<file path="src/rtl/block_sequencer.sv">
// Serialises an NWORDS-word block into a hash core (last word first), pulses
// start, then waits for completion.
// Optional wait timeout with error flag: define BLK_SEQ_TIMEOUT_EN.
module block_sequencer #(
   parameter  int DATA_W      = 32,
   parameter  int NWORDS      = 16,
   parameter  int TIMEOUT_CYC = 1024,
   localparam int CNT_W       = (NWORDS > 1) ? $clog2(NWORDS) : 1
) (
   input  logic                     clk_i,
   input  logic                     rst_i,
   input  logic [NWORDS*DATA_W-1:0] data_i,
   input  logic                     start_i,
   input  logic                     first_i,
   input  logic                     core_done_i,
   output logic                     load_o,
   output logic [DATA_W-1:0]        data_o,
   output logic [CNT_W-1:0]         word_idx_o,
   output logic                     start_o,
   output logic                     init_o,
   output logic                     busy_o,
   output logic                     done_o,
   output logic                     err_o
);

   typedef enum logic [2:0] {
      ST_IDLE,
      ST_LOAD,
      ST_START,
      ST_WAIT,
      ST_DONE
   } state_e;

   localparam logic [CNT_W-1:0] CNT_MAX = CNT_W'(NWORDS - 1);

   state_e           state_q, state_d;
   logic [CNT_W-1:0] cnt_q, cnt_d;
   logic             first_q, first_d;
   logic [DATA_W-1:0] word_sel;

`ifdef BLK_SEQ_TIMEOUT_EN
   localparam int              WCNT_W    = $clog2(TIMEOUT_CYC + 1);
   localparam logic [WCNT_W-1:0] WCNT_LAST = WCNT_W'(TIMEOUT_CYC - 1);

   logic [WCNT_W-1:0] wcnt_q, wcnt_d;
   logic              err_q, err_d;
`endif

   always_ff @(posedge clk_i or negedge rst_i) begin
      if (!rst_i) begin
         state_q <= ST_IDLE;
         cnt_q   <= CNT_MAX;
         first_q <= 1'b0;
`ifdef BLK_SEQ_TIMEOUT_EN
         wcnt_q  <= '0;
         err_q   <= 1'b0;
`endif
      end else begin
         state_q <= state_d;
         cnt_q   <= cnt_d;
         first_q <= first_d;
`ifdef BLK_SEQ_TIMEOUT_EN
         wcnt_q  <= wcnt_d;
         err_q   <= err_d;
`endif
      end
   end

   always_comb begin
      state_d = state_q;
      cnt_d   = cnt_q;
      first_d = first_q;
`ifdef BLK_SEQ_TIMEOUT_EN
      wcnt_d  = wcnt_q;
      err_d   = err_q;
`endif
      case (state_q)
         ST_IDLE: begin
            if (start_i) begin
               state_d = ST_LOAD;
               first_d = first_i;
               cnt_d   = CNT_MAX;
            end
         end
         ST_LOAD: begin
            // Counting down to zero gives exactly NWORDS load cycles.
            if (cnt_q == '0) begin
               state_d = ST_START;
               cnt_d   = CNT_MAX;
            end else begin
               cnt_d = cnt_q - 1'b1;
            end
         end
         ST_START: begin
            state_d = ST_WAIT;
`ifdef BLK_SEQ_TIMEOUT_EN
            wcnt_d  = '0;
`endif
         end
         ST_WAIT: begin
            if (core_done_i) begin
               state_d = ST_DONE;
`ifdef BLK_SEQ_TIMEOUT_EN
               err_d   = 1'b0;
            end else if (wcnt_q == WCNT_LAST) begin
               state_d = ST_DONE;
               err_d   = 1'b1;
            end else begin
               wcnt_d = wcnt_q + 1'b1;
`endif
            end
         end
         ST_DONE: begin
            if (!start_i) begin
               state_d = ST_IDLE;
`ifdef BLK_SEQ_TIMEOUT_EN
               err_d   = 1'b0;
`endif
            end
         end
         default: begin
            state_d = ST_IDLE;
         end
      endcase
   end

   // Explicit compare-select keeps non-power-of-two NWORDS free of out-of-range indexing.
   always_comb begin
      word_sel = '0;
      for (int k = 0; k < NWORDS; k++) begin
         if (cnt_q == CNT_W'(k)) begin
            word_sel = data_i[k*DATA_W +: DATA_W];
         end
      end
   end

   always_comb begin
      load_o     = (state_q == ST_LOAD);
      data_o     = load_o ? word_sel : '0;
      word_idx_o = load_o ? cnt_q : '0;
      start_o    = (state_q == ST_START);
      init_o     = start_o & first_q;
      busy_o     = (state_q == ST_LOAD) | (state_q == ST_START) | (state_q == ST_WAIT);
      done_o     = (state_q == ST_DONE);
`ifdef BLK_SEQ_TIMEOUT_EN
      err_o      = err_q;
`else
      err_o      = 1'b0;
`endif
   end

endmodule

</file>
<file path="config.mk">
export PLATFORM = sky130hd
export DESIGN_NAME = block_sequencer
export DESIGN_NICKNAME = d
export VERILOG_FILES = /design/src/rtl/block_sequencer.sv
export SDC_FILE = /design/constraint.sdc
export NUM_CORES = 1
export LEC_CHECK = 0
export BUFFER_PORTS_ARGS = -buffer_cell sky130_fd_sc_hd__buf_2
export CAP_MARGIN = 20
export CORE_AREA = 3 3 216 218
export DETAILED_ROUTE_END_ITERATION = 10
export DIE_AREA = 0 0 219 221
export PLACE_DENSITY = 0.45
export SYNTH_ARGS = -nofsm -noshare
export SYNTH_HDL_FRONTEND = slang
export SYNTH_SLANG_ARGS = --single-unit
export TNS_END_PERCENT = 5
</file>
<file path="constraint.sdc">
create_clock -name clk_i -period 2.9 [get_ports clk_i]
set_input_delay 0.145 -clock clk_i [delete_from_list [all_inputs] [get_ports clk_i]]
set_output_delay 0.145 -clock clk_i [all_outputs]
set_load 0.02 [all_outputs]
</file>
==> impl_metrics.toml <==
[sta]
drv_slew = 0
hold_violations = 0
fin_skew_ps = 5.91
max_slew_margin_pct = 60.1
layout_min_cycle_time_ps = 2890
rsz0062_at_grt = "yes"
max_freq_mhz = 347
period_share_pct = 99.5
fin_ws_ps = 14.9
worstMarginPinSlew_ps = 598
finalSetupViolations = 0

[route]
via_count = 10700
routed_wl_mm = 55.7
dr.pass1.iters = 6
drtAntennaViolNets = 0
drt_iter0_markers = 1044
wl_per_cell_um = 26.8
viasPerCell = 5.15
drc_errors = 0

[clock_tree]
h-tree-depth = 1
cts_made_buffers = 3
clock-sinks = 8
path_clk_slew_ps = 40
clockRootBuffer = "clkbuf_16"
cts_tree = "yes"
clockBufferDepth = 2
worstSkewPairLatency_ps = 240

[worst_setup_path]
critPathLaunchType = "register"
worstSetupPathType = "reg2out"
end_kind = "primary output"
worstPathRequired_ps = 2760
arrival_ps = 2740
cp_max_fo = 16

[floorplanning]
rows = 78
die_x_um = 219
die_area_um2 = 48400
fp.dieH_um = 221
initial_core_util_pct = 13.0
io_pins = 559
core-area_um2 = 45100

[logic_synthesis]
syn_nets = 1473
synth-seq-cells = 8
synth_edf_count = 0
yosys_warnings = 0
avgSynthCellArea_um2 = 6.15
syn_area_um2 = 5850
async_reset_ff_share_pct = 100
synth_top_flop_cell = "dfstp_2"
synth_common_cells = "127 x a21oi_1, 116 x nand2_1, 80 x o21ai_0, 67 x a221oi_1, 64 x o22ai_1"
synth.most_common_cell = "a21oi_1"
synth_top_area_share_pct = 10.9
synth.distinct_cells = 58
synthCells = 952
yosysSeqAreaShare_pct = 3.51
yosys.area.top_type = "a21oi_1"
synth_area_leaders = "a21oi_1 11%, a221oi_1 10%, nand2_1 7.4%"

[power_and_ir_drop]
peakVddDrop_mv = 0.519
seqPwrFrac_pct = 2.2
p_int_uw = 4830
power_density_nw_per_um2 = 1250
switchingPower_uw = 7690
p_leak_uw = 0.00450
clkPwrFrac_pct = 2.0
comb_power_share_pct = 95.8
p_sw_share_pct = 61.4
power_uw = 12500

[grt]
grt_usage_pct = 21.1
antenna_found_initial = 16
overflow = 0
grt_max_degree = 60
grt_pass1_vias = 10900
grt_first_pass_wirelength_mm = 76.0

[outcome]
status = "complete, no violations"

[cells_and_area]
drive_gt1_share_pct = 47.3
utilization_pct = 22.3
fin_nets = 1997
nFillCells = 5234
syn_to_final_growth_pct = 71.5

[place]
dp_hpwl_mm = 43.6
port_buffers = 557
post-place-ws_ps = -93.8
gp_congestion = 0.924

[run]
cap_violations = 0

[hold_path]
hp-class = "in2reg"
through the flow:
stage,cell area (µm²),setup TNS (ps),hold WS (ps),instances
2_1_floorplan,5850,0,-151,952
3_3_place_gp,9530,-49.9,26.6,2048
3_5_place_dp,9530,-121,29.0,2048
4_1_cts,9830,-143,137,2066
5_1_grt,10000,-744,152,2078
6_report,10000,0,147,2079
sequential cells by signal (all words and copies together), names as in the netlist:
register  cells
state_q       3
first_q       1
cnt_q         4
routing by layer:
| metal | GRT usage [%] | wire length [µm] |
|---|---|---|
| met4 | 4.85 | 1490 |
| met3 | 3.56 | 4150 |
| met2 | 37.0 | 26700 |
| met5 | 0 | 113 |
| met1 | 27.0 | 23300 |
power groups by stage:
stage	combinational [µW]	sequential, µW	clock, µW
finish	12000	280	249
global route	12900	294	264
CTS	11700	281	257
detailed placement	11300	297	0
global placement	11300	292	0
floorplan	6810	212	0
final cells by class:
cell class | instances | area (µm²) | area share [%]
well taps | 600 | 751 | 7.48
diodes | 4 | 10.0 | 0.0997
multi-input cells | 804 | 5160 | 51.4
repair buffers | 641 | 3760 | 37.4
flip-flops and latches | 8 | 209 | 2.08
inverters | 18 | 70.1 | 0.698
clock buffers | 4 | 78.8 | 0.785
critical path, stage by stage (launching register included):
cell and delay [ps]:
dfstp_2 560, buf_4 150, ha_4 210, buf_16 190
nor3b_4 260, buf_4 170, clkbuf_16 170, nand2_1 60
o21ai_0 70, o22ai_1 200, a21oi_1 240, buf_2 200
placed cells by master (no fill, tap or decap), types with 5 or more instances in the layout:
cell and instances:
a21o_1 13, a221oi_2 13, inv_1 13, a221o_1 7
a211o_1 8, o221ai_1 37, nand2b_1 12, o21ai_0 80
nor2b_1 6, buf_4 59, nand2_1 115, buf_6 5
o211ai_1 18, a211oi_1 24, o22ai_1 61, o21a_1 5
or3_1 5, mux2i_1 14, o21ai_1 28, a21oi_1 124
nor3_1 16, clkbuf_16 6, buf_12 15, o31ai_1 10
a22o_1 6, o2bb2ai_1 6, a221oi_1 66, a21oi_2 7
nor2_1 43, nand3_1 12, a21boi_0 9, buf_2 554
repair_timing:
item | 4_1_cts | 5_1_grt
hold endpoints to repair | 4 | 0
buffers inserted | 10 | 6
endpoints found under the setup margin | 23 | 28
gates cloned | 3 | 3
hold buffers | 1 | 0
pin swaps | 7 | 7
resized for setup | 18 | 14
kinds of logic (layout without fill, tap and decap cells):
kind of cell             after synthesis  count (layout)  share of synthesized area [%]
flip-flops                             8               8                           3.51
other                                  1               5                         0.0641
multiplexers                          15              15                           2.59
adder cells (fa/ha/maj)                4               4                          0.855
buffers and inverters                141             663                           11.0
AND/OR/NAND/NOR                      235             236                           18.2
AO/OA/AOI/OAI                        548             548                           63.8
path summary, 6_finish.rpt:
kind	start	end	depth (start not counted)	slack [ps]
worst max-delay path	cnt_q[0]	data_o[16]	11	10
worst min-delay path	first_i	first_q	2	150
worst max register to register	cnt_q[2]	state_q[0]	7	630
worst min register to register	first_q	first_q	1	500
max in group asynchronous	rst_i	cnt_q[0]	2	2310
min in group asynchronous	rst_i	first_q	2	310
(Power assumes the default switching activity.)
